### config.mk
export PLATFORM = sky130hd
export DESIGN_NAME = reg_bus_master
export DESIGN_NICKNAME = d
export VERILOG_FILES = /design/src/rtl/reg_bus_pkg.sv /design/src/rtl/reg_bus_master.sv
export SDC_FILE = /design/constraint.sdc
export NUM_CORES = 1
export LEC_CHECK = 0
export ABC_AREA = 0
export CAP_MARGIN = 25
export CORE_ASPECT_RATIO = 1.5
export CORE_MARGIN = 2
export CORE_UTILIZATION = 43
export CTS_CLUSTER_DIAMETER = 100
export CTS_CLUSTER_SIZE = 30
export DETAILED_ROUTE_END_ITERATION = 10
export PLACE_DENSITY_LB_ADDON = 0.25
export SETUP_SLACK_MARGIN = 0.5
export SYNTH_ARGS = -nofsm -noshare
export SYNTH_HDL_FRONTEND = slang
export SYNTH_SLANG_ARGS = --single-unit
export TNS_END_PERCENT = 10
### constraint.sdc
create_clock -name CLK -period 2.3 [get_ports CLK]
set_input_delay 0.23 -clock CLK [delete_from_list [all_inputs] [get_ports CLK]]
set_output_delay 0.23 -clock CLK [all_outputs]
set_load 0.05 [all_outputs]
### src/rtl/reg_bus_pkg.sv
// Shared types and constants for the REG_BUS initiator.
package reg_bus_pkg;

    typedef enum logic [2:0] {
        IDLE    = 3'd0,
        WR      = 3'd1,
        RD_REQ  = 3'd2,
        RD_WAIT = 3'd3,
        RSP     = 3'd4
    } rbm_state_t;

    localparam logic [31:0] RBM_TO_RDAT = 32'hDEADBEEF;

endpackage

### src/rtl/reg_bus_master.sv
// REG_BUS initiator: one register command at a time in, one response out.
// Valid/ready: a transfer happens on the rising CLK edge where VLD and RDY are both 1.
module reg_bus_master
    import reg_bus_pkg::*;
#(
    parameter int ADDR_W      = 16,
    parameter int TIMEOUT_CYC = 255
) (
    input  logic              CLK,
    input  logic              RST,
    input  logic              CMD_VLD,
    output logic              CMD_RDY,
    input  logic              CMD_WR,
    input  logic [ADDR_W-1:0] CMD_ADDR,
    input  logic [31:0]       CMD_WDAT,
    output logic              RSP_VLD,
    input  logic              RSP_RDY,
    output logic              RSP_ERR,
    output logic [31:0]       RSP_RDAT,
    output logic              BUS_WREN,
    output logic [ADDR_W-1:0] BUS_WADR,
    output logic [31:0]       BUS_WDAT,
    output logic              BUS_RDEN,
    output logic [ADDR_W-1:0] BUS_RADR,
    input  logic [31:0]       BUS_RDAT,
    input  logic              BUS_RVLD,
    output logic [15:0]       TO_CNT,
    output logic [2:0]        DBG_STATE
);

    localparam logic [ADDR_W-1:0] ADDR_MASK = ~ADDR_W'(3);
    localparam logic [15:0]       TO_LAST   = 16'(TIMEOUT_CYC - 1);

    rbm_state_t  state;
    logic [15:0] timer;

    assign DBG_STATE = state;

    always_ff @(posedge CLK) begin
        if (RST) begin
            state    <= IDLE;
            timer    <= '0;
            CMD_RDY  <= 1'b0;
            RSP_VLD  <= 1'b0;
            RSP_ERR  <= 1'b0;
            RSP_RDAT <= '0;
            BUS_WREN <= 1'b0;
            BUS_WADR <= '0;
            BUS_WDAT <= '0;
            BUS_RDEN <= 1'b0;
            BUS_RADR <= '0;
            TO_CNT   <= '0;
        end else begin
            BUS_WREN <= 1'b0;
            BUS_RDEN <= 1'b0;
            case (state)
                IDLE: begin
                    if (CMD_VLD && CMD_RDY) begin
                        CMD_RDY <= 1'b0;
                        // Bus address/data only move when their strobe fires.
                        if (CMD_WR) begin
                            BUS_WREN <= 1'b1;
                            BUS_WADR <= CMD_ADDR & ADDR_MASK;
                            BUS_WDAT <= CMD_WDAT;
                            state    <= WR;
                        end else begin
                            BUS_RDEN <= 1'b1;
                            BUS_RADR <= CMD_ADDR & ADDR_MASK;
                            state    <= RD_REQ;
                        end
                    end else begin
                        CMD_RDY <= 1'b1;
                    end
                end
                WR: begin
                    RSP_VLD  <= 1'b1;
                    RSP_ERR  <= 1'b0;
                    RSP_RDAT <= '0;
                    state    <= RSP;
                end
                RD_REQ: begin
                    timer <= '0;
                    state <= RD_WAIT;
                end
                RD_WAIT: begin
                    // A data beat arriving on the last timeout cycle still counts.
                    if (BUS_RVLD) begin
                        RSP_VLD  <= 1'b1;
                        RSP_ERR  <= 1'b0;
                        RSP_RDAT <= BUS_RDAT;
                        state    <= RSP;
                    end else if (timer == TO_LAST) begin
                        RSP_VLD  <= 1'b1;
                        RSP_ERR  <= 1'b1;
                        RSP_RDAT <= RBM_TO_RDAT;
                        state    <= RSP;
                        if (TO_CNT != 16'hFFFF) begin
                            TO_CNT <= TO_CNT + 16'd1;
                        end
                    end else begin
                        timer <= timer + 16'd1;
                    end
                end
                RSP: begin
                    if (RSP_RDY) begin
                        RSP_VLD <= 1'b0;
                        CMD_RDY <= 1'b1;
                        state   <= IDLE;
                    end
                end
                default: state <= IDLE;
            endcase
        end
    end

endmodule
==> results.sh <==
export IMPL_grt_pass1_wl_um=25130
export IMPL_internal_power_mw=4.518
export IMPL_cap_violations=0
export IMPL_insertion_delay_ps=410
export IMPL_min_period_ps=1942
export IMPL_seq_power_share=0.386
export IMPL_hold_viol=0
export IMPL_viasPerCell=5.367
export IMPL_io_pins=206
export IMPL_critPathKind="reg -> reg"
export IMPL_cts_tree="built"
export IMPL_crit_fanout=6
export IMPL_layout_commonest_cell="clkdlybuf4s50_1"
export IMPL_peakVddDrop_v=0.0006414
export IMPL_rows=49
export IMPL_crit_required_ps=2630
export IMPL_grt_use_met3=0.07989
export IMPL_max_freq_mhz=515.0
export IMPL_finalClockSkew_ps=12.62
export IMPL_finalMaxSlewViolations=0
export IMPL_cellPowerDensity_nw_per_um2=778.3
export IMPL_cts_sinks=132
export IMPL_overflow=0
export IMPL_synthCells=594
export IMPL_gr_usage_met1=0.2732
export IMPL_finalSetupViolCount=0
export IMPL_die_w_um=93.81
export IMPL_power_total_mw=6.405
export IMPL_hp_class="in -> reg"
export IMPL_status="finished clean"
export IMPL_h_tree_depth=4
export IMPL_cp_end_kind="flop"
export IMPL_vias=5201
export IMPL_swShare=0.2946
export IMPL_drive_gt1_frac=0.1716
export IMPL_post_route_period_util=0.8442
export IMPL_core_um2=11890
export IMPL_critPathMaxStageDelay_ps=560
export IMPL_yosysWarningCount=0
export IMPL_drt_pass1_iterations=5
export IMPL_rsz0062_at_grt="true"
export IMPL_p_switching_mw=1.887
export IMPL_clk_transition_reported_paths_ps=60
export IMPL_cpMaxStageDelayCell="or4_4"
export IMPL_dieArea_um2=13010
export IMPL_cts_buffers=17
export IMPL_diodes=0
export IMPL_pwr_share_comb=0.186
export IMPL_relSlewSlack=0.6107
export IMPL_die_y_um=138.7
export IMPL_crit_path_cell_trace="inv_4, ha_4, nor4b_4, and4_4, nand3_4, or4_4, a21oi_2"
export IMPL_grt_use_total=0.2428
export IMPL_portBuffers=199
export IMPL_first_iter_violations=224
export IMPL_hold_worst_slack_ps=320.9
export IMPL_synth_flop_cell="dfxtp_1"
export IMPL_yosysSeqAreaShare=0.5079
export IMPL_drt_drc_violations_left=0
export IMPL_grt_pass1_vias=5053
export IMPL_ant_nets=0
export IMPL_synthDistinctLibCells=53
export IMPL_final_cell_mix="clkdlybuf4s50_1 (198), nand2_1 (138), dfxtp_1 (110)"
export IMPL_min_path_cells=2
export IMPL_power_leakage_nw=2.823
export IMPL_reg2reg_depth=7
export IMPL_cts_max_path_buffers=2
export IMPL_wl_um=16320
export IMPL_antenna_found_initial=0
export IMPL_globalRouteMet2Util=0.4124
export IMPL_top_usage_layer="met2"
export IMPL_async_flop_share=0
export IMPL_worst_pin_slew_ps=581.4
export IMPL_synth_avg_cell_area_um2=8.758
export IMPL_gp_congestion=0.8927
export IMPL_syn2layout_area_growth_pct=58.18
export IMPL_start_util=0.4374
export IMPL_synth_area_um2=5202
export IMPL_cp_start_kind="flop"
export IMPL_cp_arrival_ps=2270
export IMPL_p_clk_frac=0.429
export IMPL_wl_per_cell_um=16.84
export IMPL_synth_edf_count=0
export IMPL_hpwl_um=11290
export IMPL_ys_ff_latch=132
export IMPL_grt_max_degree=48
export IMPL_nets=892
export IMPL_clockRootBuffer="clkbuf_16"
-- timing repair --
item / 4_1_cts / 5_1_grt
setup buffers: 2 / 6
cloned: 0 / 3
setup endpoints to repair: 140 / 196
hold buffers: 0 / 0
pin swaps: 4 / 12
resized for setup: 13 / 24
-- power groups by stage --
| stage | combinational (mW) | sequential, mW | clock, mW |
|---|---|---|---|
| floorplan | 0.339 | 2.88 | 0 |
| global placement | 1.15 | 2.51 | 0 |
| detailed placement | 1.17 | 2.52 | 0 |
| CTS | 1.18 | 2.47 | 2.78 |
| global route | 1.25 | 2.49 | 2.88 |
| finish | 1.19 | 2.47 | 2.75 |
-- registers in the layout (all words and copies together) (netlist names) --
name,flops
BUS_WDAT,32
RSP_RDAT,32
TO_CNT,16
timer,16
BUS_RADR,14
BUS_WADR,14
DBG_STATE,3
BUS_RDEN,1
BUS_WREN,1
CMD_RDY,1
RSP_ERR,1
RSP_VLD,1
-- synth_stat cells, drive strengths merged (6+ instances only) --
library cell / number / area, um2
or3: 8 / 55.05
buf: 20 / 131.4
clkbuf: 21 / 78.83
xnor2: 8 / 70.07
nor2: 33 / 126.4
o221a: 24 / 270.3
nor3: 10 / 50.05
a21oi: 78 / 390.4
nand4: 9 / 56.30
nand3: 14 / 75.07
and4: 6 / 55.05
a22o: 9 / 78.83
a31oi: 6 / 37.54
nor4: 7 / 50.05
o21ai: 12 / 60.06
nand2: 140 / 525.5
dfxtp: 132 / 2643
-- final timing paths --
path | from | endpoint | slack (ps)
max reg2reg | timer[0] | TO_CNT[15] | 360
min reg2reg | BUS_RADR[8] | BUS_RADR[8] | 450
max | timer[0] | TO_CNT[15] | 360
min | RST | timer[6] | 320
-- logic make-up after synthesis --
group	synth area share
buffers and inverters	0.04401
DFF	0.5079
adders and majority gates	0.007216
muxes	0.003848
AOI/OAI and AO/OA	0.1854
other	0.0007208
xor gates and xnor gates	0.02189
and+or+nand+nor	0.2290
-- stage by stage --
step | area [um2] | util | instances | TNS [ps] | worst slack, ps
after floorplan | 5293 | - | 597 | 0 | 444.0
after global placement | 7405 | 0.6226 | 926 | 0 | 54.30
after detailed placement | 7405 | 0.6226 | 926 | -390.6 | -37.87
after CTS | 8063 | 0.6779 | 960 | 0 | 333.5
after global routing | 8229 | 0.6919 | 969 | 0 | 297.6
final | 8229 | 0.6919 | 969 | 0 | 358.4
-- layer usage --
metal | wire [um] | part of all wire | up-vias
met5 | 0 | 0 | -
li1 | - | - | 2516
met1 | 6067 | 0.37 | 2461
met3 | 1125 | 0.069 | 38
met4 | 555 | 0.034 | 0
met2 | 8568 | 0.53 | 186
-- critical path, delay by kind of cell, from the launching register on --
family	cells	cell delay [ps]
buf+inv	1	60
fa+ha+maj	1	110
simple gates	4	1190
compound gates	1	150
flops	1	360
-- cell type report --
type | instances | area (um2)
clock buffers | 20 | 457.9
clock inverters | 12 | 145.1
multi-input cells | 422 | 2509
flip-flops and latches | 132 | 2703
well taps | 153 | 191.4
repair buffers | 225 | 2202
fillers | 933 | 3665
inverters | 5 | 21.27
(Power assumes the default switching activity.)
==> edit 1: new RTL, same flow settings <==
`ADDR_W`: 16 -> 15.
--- a/src/rtl/reg_bus_master.sv
+++ b/src/rtl/reg_bus_master.sv
@@ -5,3 +5,3 @@
 #(
-    parameter int ADDR_W      = 16,
+    parameter int ADDR_W      = 15,
     parameter int TIMEOUT_CYC = 255
Interface: changed (resized BUS_RADR, BUS_WADR and CMD_ADDR); port bits go from 206 to 203. The function was not compared with the original's and may differ.
==> edit 1 against the original RTL <==
Setup slack improved by 0.055 ns; hold slack improved by 0.027 ns; wire length decreased by 10%; cell count decreased by 3.1%; utilization increased by 0.33 points; sequential cell count decreased by 2; area after synthesis decreased by 1.5%; combinational power decreased by 22%; highest routed layer unchanged; synthesized cell count decreased by 4.2%; total power decreased by 8.1%; largest power group unchanged; largest cell class unchanged; critical path type unchanged; sequential power decreased by 3%; cell area decreased by 2.1%.
==> edit 1: results (changes against the original RTL) <==
| Step | Result | Value | Delta |
| --- | --- | --- | --- |
| critical path | Slowest-stage cell, CP | sky130_fd_sc_hd__or3_4 | was sky130_fd_sc_hd__or4_4 |
| min path | Sink of the worst hold path | TO_CNT[12]$_SDFFE_PP0P_ | was timer[6]$_SDFFE_PP0P_ |
| grt | GRT Overall Usage | 22.18% | was 24.28% |
| logic synthesis | Post-synthesis sequential area ratio | 50.78% | was 50.79% |
| placed design | Number of port buffers | 196 | was 199 |
| outcome | Outcome | finished, final reports clean | unchanged |
| critical path | Worst r2r path cells | 8 | was 7 |
| grt | First-pass GRT wire length | 22630 µm | was 25130 µm |
| logic synthesis | Synth Flop Type | sky130_fd_sc_hd__dfxtp_1 | unchanged |
| critical path | Arrival time reported for the critical path endpoint | 2.22 ns | was 2.27 ns |
| critical path | Destination of the worst register-to-register timing path | TO_CNT[8]$_SDFFE_PP0P_ | was TO_CNT[15]$_SDFFE_PP0P_ |
| grt | Vias in the first global route | 4655 | was 5053 |
| layout | Fill cell total of the finished layout | 879 | was 933 |
| layout | Proportion of layout cells with a drive suffix above 1 | 17.62% | was 17.16% |
| routing | Initial detailed-routing violation count | 291 | was 224 |
| layout | Nets | 864 | was 892 |
| critical path | Slack of the worst reg-to-reg path | 0.41 ns | was 0.36 ns |
| logic synthesis | List of most frequent post-synthesis cells | 131 x sky130_fd_sc_hd__nand2_1, 130 x sky130_fd_sc_hd__dfxtp_1, 76 x sky130_fd_sc_hd__a21oi_1 | was 140 x sky130_fd_sc_hd__nand2_1, 132 x sky130_fd_sc_hd__dfxtp_1, 78 x sky130_fd_sc_hd__a21oi_1 |
| power and ir drop | Total leakage power | 0.002879 µW | was 0.002823 µW |
| power and ir drop | Worst VDD drop | 0.0005192 V | was 0.0006414 V |
| timing | Worst clock skew | 0.007900 ns | was 0.01262 ns |
| critical path | Max incr delay on CP | 0.39 ns | was 0.56 ns |
| placed design | Dpl hpwl | 10050 µm | was 11290 µm |
| placed design | Global placement routability congestion | 0.8461 | was 0.8927 |
| logic synthesis | Leading cell types by total area after synthesis | sky130_fd_sc_hd__dfxtp_1 51%, sky130_fd_sc_hd__nand2_1 9.6%, sky130_fd_sc_hd__a21oi_1 7.4% | was sky130_fd_sc_hd__dfxtp_1 51%, sky130_fd_sc_hd__nand2_1 10%, sky130_fd_sc_hd__a21oi_1 7.5% |
| timing | Worst Hold Margin | 0.3476 ns | was 0.3209 ns |
| layout | Largest registers ranked by flip-flop count | BUS_WDAT: 32 flops, RSP_RDAT: 32 flops | unchanged |
| routing | Number of search-and-repair iterations in the first detailed-routing pass | 6 | was 5 |
| routing | Vias post-DR | 4937 | was 5201 |
| routing | Total routed wirelength | 14660 µm | was 16320 µm |
| grt | Maximum number of pins on one net before global-route repair | 42 | was 48 |
| timing | Measured slew at the worst slew-check pin | 0.7357 ns | was 0.5814 ns |
-- edit 1: worst max path at each step --
stage,start,endpoint,slack [ns],cells after the start
after floorplan,DBG_STATE[0]$_SDFFE_PP0P_,TO_CNT[11]$_SDFFE_PP0P_,0.45,7
after global placement,BUS_RVLD,TO_CNT[11]$_SDFFE_PP0P_,0.19,6
after detailed placement,BUS_RVLD,TO_CNT[4]$_SDFFE_PP0P_,0.15,6
after CTS,DBG_STATE[2]$_SDFFE_PP0P_,DBG_STATE[2],0.38,1
after global routing,timer[0]$_SDFFE_PP0P_,TO_CNT[8]$_SDFFE_PP0P_,0.31,8
final,timer[0]$_SDFFE_PP0P_,TO_CNT[8]$_SDFFE_PP0P_,0.41,8
-- edit 1: through the flow --
stage	instance area, µm²	setup WS, ns	instances
floorplan	5189	0.4514	572
finish	8058	0.4138	939
CTS	7901	0.3762	932
global route	8058	0.3132	939
global placement	7246	0.1914	893
detailed placement	7246	0.1495	893
-- edit 1: kinds of logic after synthesis --
kind of cell               share of synthesized area [%]
AOI/OAI and AO/OA                                  18.95
xor gates and xnor gates                           2.393
adders and majority gates                         0.7325
buffers and inverters                              4.663
DFF                                                50.78
muxes                                             0.6104
other                                            0.07317
and+or+nand+nor                                    21.80
-- edit 1: repair_timing --
action / CTS / global route
cloned: 0 / 2
endpoints found under the setup margin: 124 / 178
buffers inserted: 7 / 5
pin swaps: 5 / 9
gates resized for setup: 15 / 22
-- edit 1: critical path, delay by kind of cell, from the launching register on --
kind / cells / cell delay, ns
buf+inv: 2 / 0.19
simple gates: 3 / 0.94
compound gates: 2 / 0.23
flops: 1 / 0.36
fa+ha+maj: 1 / 0.11
-- edit 1: area by class of cell --
cell class / instances / share of cell area (%)
timing repair buffer: 224 / 27.61
clock buffer: 18 / 5.450
multi-input combinational: 395 / 29.75
inverter: 8 / 0.4037
tap: 150 / 2.329
clock inverter: 14 / 1.584
sequential: 130 / 32.87
-- edit 1: power breakdown --
group          switching, µW  internal, µW  leakage (µW)
logic                    553           375       0.00154
clock network           1040          1530      0.000280
registers               57.7          2330       0.00106
total                   1650          4230       0.00288
-- edit 1: routing by layer --
layer,global-route usage (%),routed length (µm),vias up
li1,-,-,2413
met1,24.93,5757,2287
met2,37.76,7313,219
met3,9.136,1328,18
met4,7.516,262,0
met5,1.667,0,-
==> edit 2: new RTL, same flow settings <==
Made on the original files. Make the reset (`RST`) asynchronous in one clocked block.
--- a/src/rtl/reg_bus_master.sv
+++ b/src/rtl/reg_bus_master.sv
@@ -38,3 +38,3 @@
 
-    always_ff @(posedge CLK) begin
+    always_ff @(posedge CLK or posedge RST) begin
         if (RST) begin
Function: differs if RST is asserted again (counterexample within 4 cycles, from zero or initial values and one cycle with RST high); with RST held inactive, the same outputs for 4 cycles.
==> edit 2 against the original RTL <==
Cell area up 6.1%; critical path depth down 6; sequential cell count unchanged; utilization down 1.8 points; cell count down 12%; wire length down 8.4%; register-to-register slack better by 0.05 ns; sequential share of layout area up 5.2 points; area after synthesis up 8.9%; setup slack better by 0.036 ns; non-clock buffer count down 3; critical endpoint is now TO_CNT[10].
Power is not compared: it rests on default switching activity, and its combinational part moved more than twofold at a synthesized area within 25%.
==> edit 2: results (changes against the original RTL) <==
| Step | Result | Value | Delta |
| --- | --- | --- | --- |
| grt | First-pass GRT wire length | 23490 µm | was 25130 µm |
| logic synthesis | Library cells used by synthesis | 43 | was 53 |
| outcome | Outcome | finished, final reports clean | unchanged |
| critical path | Arrival time reported for the critical path endpoint | 1.68 ns | was 2.27 ns |
| routing | Met3 layer wire length in the routed design | 1240 µm | was 1125 µm |
| critical path | Startpoint of the worst setup timing path | TO_CNT[10]$_DFFE_PP0P_ | was timer[0]$_SDFFE_PP0P_ |
| grt | Met3 Track Usage GR | 8.072% | was 7.989% |
| layout | Multi-input gates | 278 | was 422 |
| logic synthesis | Synth Flop Type | sky130_fd_sc_hd__dfrtp_1 | was sky130_fd_sc_hd__dfxtp_1 |
| critical path | Worst r2r path cells | 6 | was 7 |
| layout | Fraction of area in registers | 38.02% | was 32.84% |
| logic synthesis | Leading cell types by total area after synthesis | sky130_fd_sc_hd__dfrtp_1 58%, sky130_fd_sc_hd__mux2_2 12%, sky130_fd_sc_hd__mux2i_1 4.6% | was sky130_fd_sc_hd__dfxtp_1 51%, sky130_fd_sc_hd__nand2_1 10%, sky130_fd_sc_hd__a21oi_1 7.5% |
| logic synthesis | List of most frequent post-synthesis cells | 132 x sky130_fd_sc_hd__dfrtp_1, 61 x sky130_fd_sc_hd__mux2_2, 32 x sky130_fd_sc_hd__inv_1 | was 140 x sky130_fd_sc_hd__nand2_1, 132 x sky130_fd_sc_hd__dfxtp_1, 78 x sky130_fd_sc_hd__a21oi_1 |
| layout | Post-layout instance area | 8727 µm² | was 8229 µm² |
| critical path | Destination of the worst register-to-register timing path | timer[5]$_DFFE_PP0P_ | was TO_CNT[15]$_SDFFE_PP0P_ |
| grt | Vias in the first global route | 4686 | was 5053 |
| min path | Class of the most critical hold timing path | in2async | was in2reg |
| routing | Initial detailed-routing violation count | 184 | was 224 |
| routing | Post-detailed-route wirelength per cell | 17.51 µm | was 16.84 µm |
| layout | ClkCell Share | 6.910% | was 7.329% |
| routing | Detailed-routing wirelength on met1 | 5444 µm | was 6067 µm |
| layout | Number of ordinary inverters in the final layout | 32 | was 5 |
| grt | Met1 track demand over resource in global routing | 23.43% | was 27.32% |
| timing | Worst clock skew | 0.01187 ns | was 0.01262 ns |
| layout | Nets | 772 | was 892 |
| placed design | Setup WS pre-CTS | 0.2350 ns | was -0.03787 ns |
| logic synthesis | Async set-reset flop share out of synthesis | 100.0% | was 0% |
| placed design | Dpl cell area | 7898 µm² | was 7405 µm² |
| routing | Number of search-and-repair iterations in the first detailed-routing pass | 7 | was 5 |
| critical path | Crit path depth | 1 | was 7 |
| critical path | Max incr delay on CP | 0.84 ns | was 0.56 ns |
| routing | Vias per Instance | 5.185 | was 5.367 |
| timing | Slew margin rel. | 61.44% | was 61.07% |
| logic synthesis | Post-synthesis sequential area ratio | 58.28% | was 50.79% |
| critical path | Worst path top cell family by delay | buffers and inverters | was simple AND/OR/NAND/NOR gates |
| placed design | Dpl hpwl | 10380 µm | was 11290 µm |
| placed design | Global placement routability congestion | 0.8049 | was 0.8927 |
edit 2: cell count changes after synthesis, sizes merged, moves of 27 or more:
cell   unedited run  this run
mux2              0        62
dfrtp             0       132
inv               5        32
nand2           140        21
a21oi            78        11
dfxtp           132         0
edit 2: per-stage QoR:
stage               power [µW]  instances  hold WS (ns)
finish                   12800        854        0.3021
global route             13340        854        0.3477
CTS                      12860        849        0.3100
detailed placement        9872        812        0.4686
global placement          9743        812        0.4635
floorplan                 7668        466        0.3627
edit 2: what timing repair did:
action | CTS | global route
setup endpoints to repair | 178 | 228
pin swaps | 3 | 2
hold buffers | 0 | 0
cloned | 2 | 2
setup buffers | 4 | 3
gates resized for setup | 17 | 11
edit 2: worst max path at each step:
stage | end
final | TO_CNT[10]
after global routing | RSP_RDAT[28]$_DFFE_PP0P_
after CTS | DBG_STATE[2]
after detailed placement | TO_CNT[13]$_DFFE_PP0P_
after global placement | timer[5]$_DFFE_PP0P_
after floorplan | DBG_STATE[2]$_DFFE_PP0P_
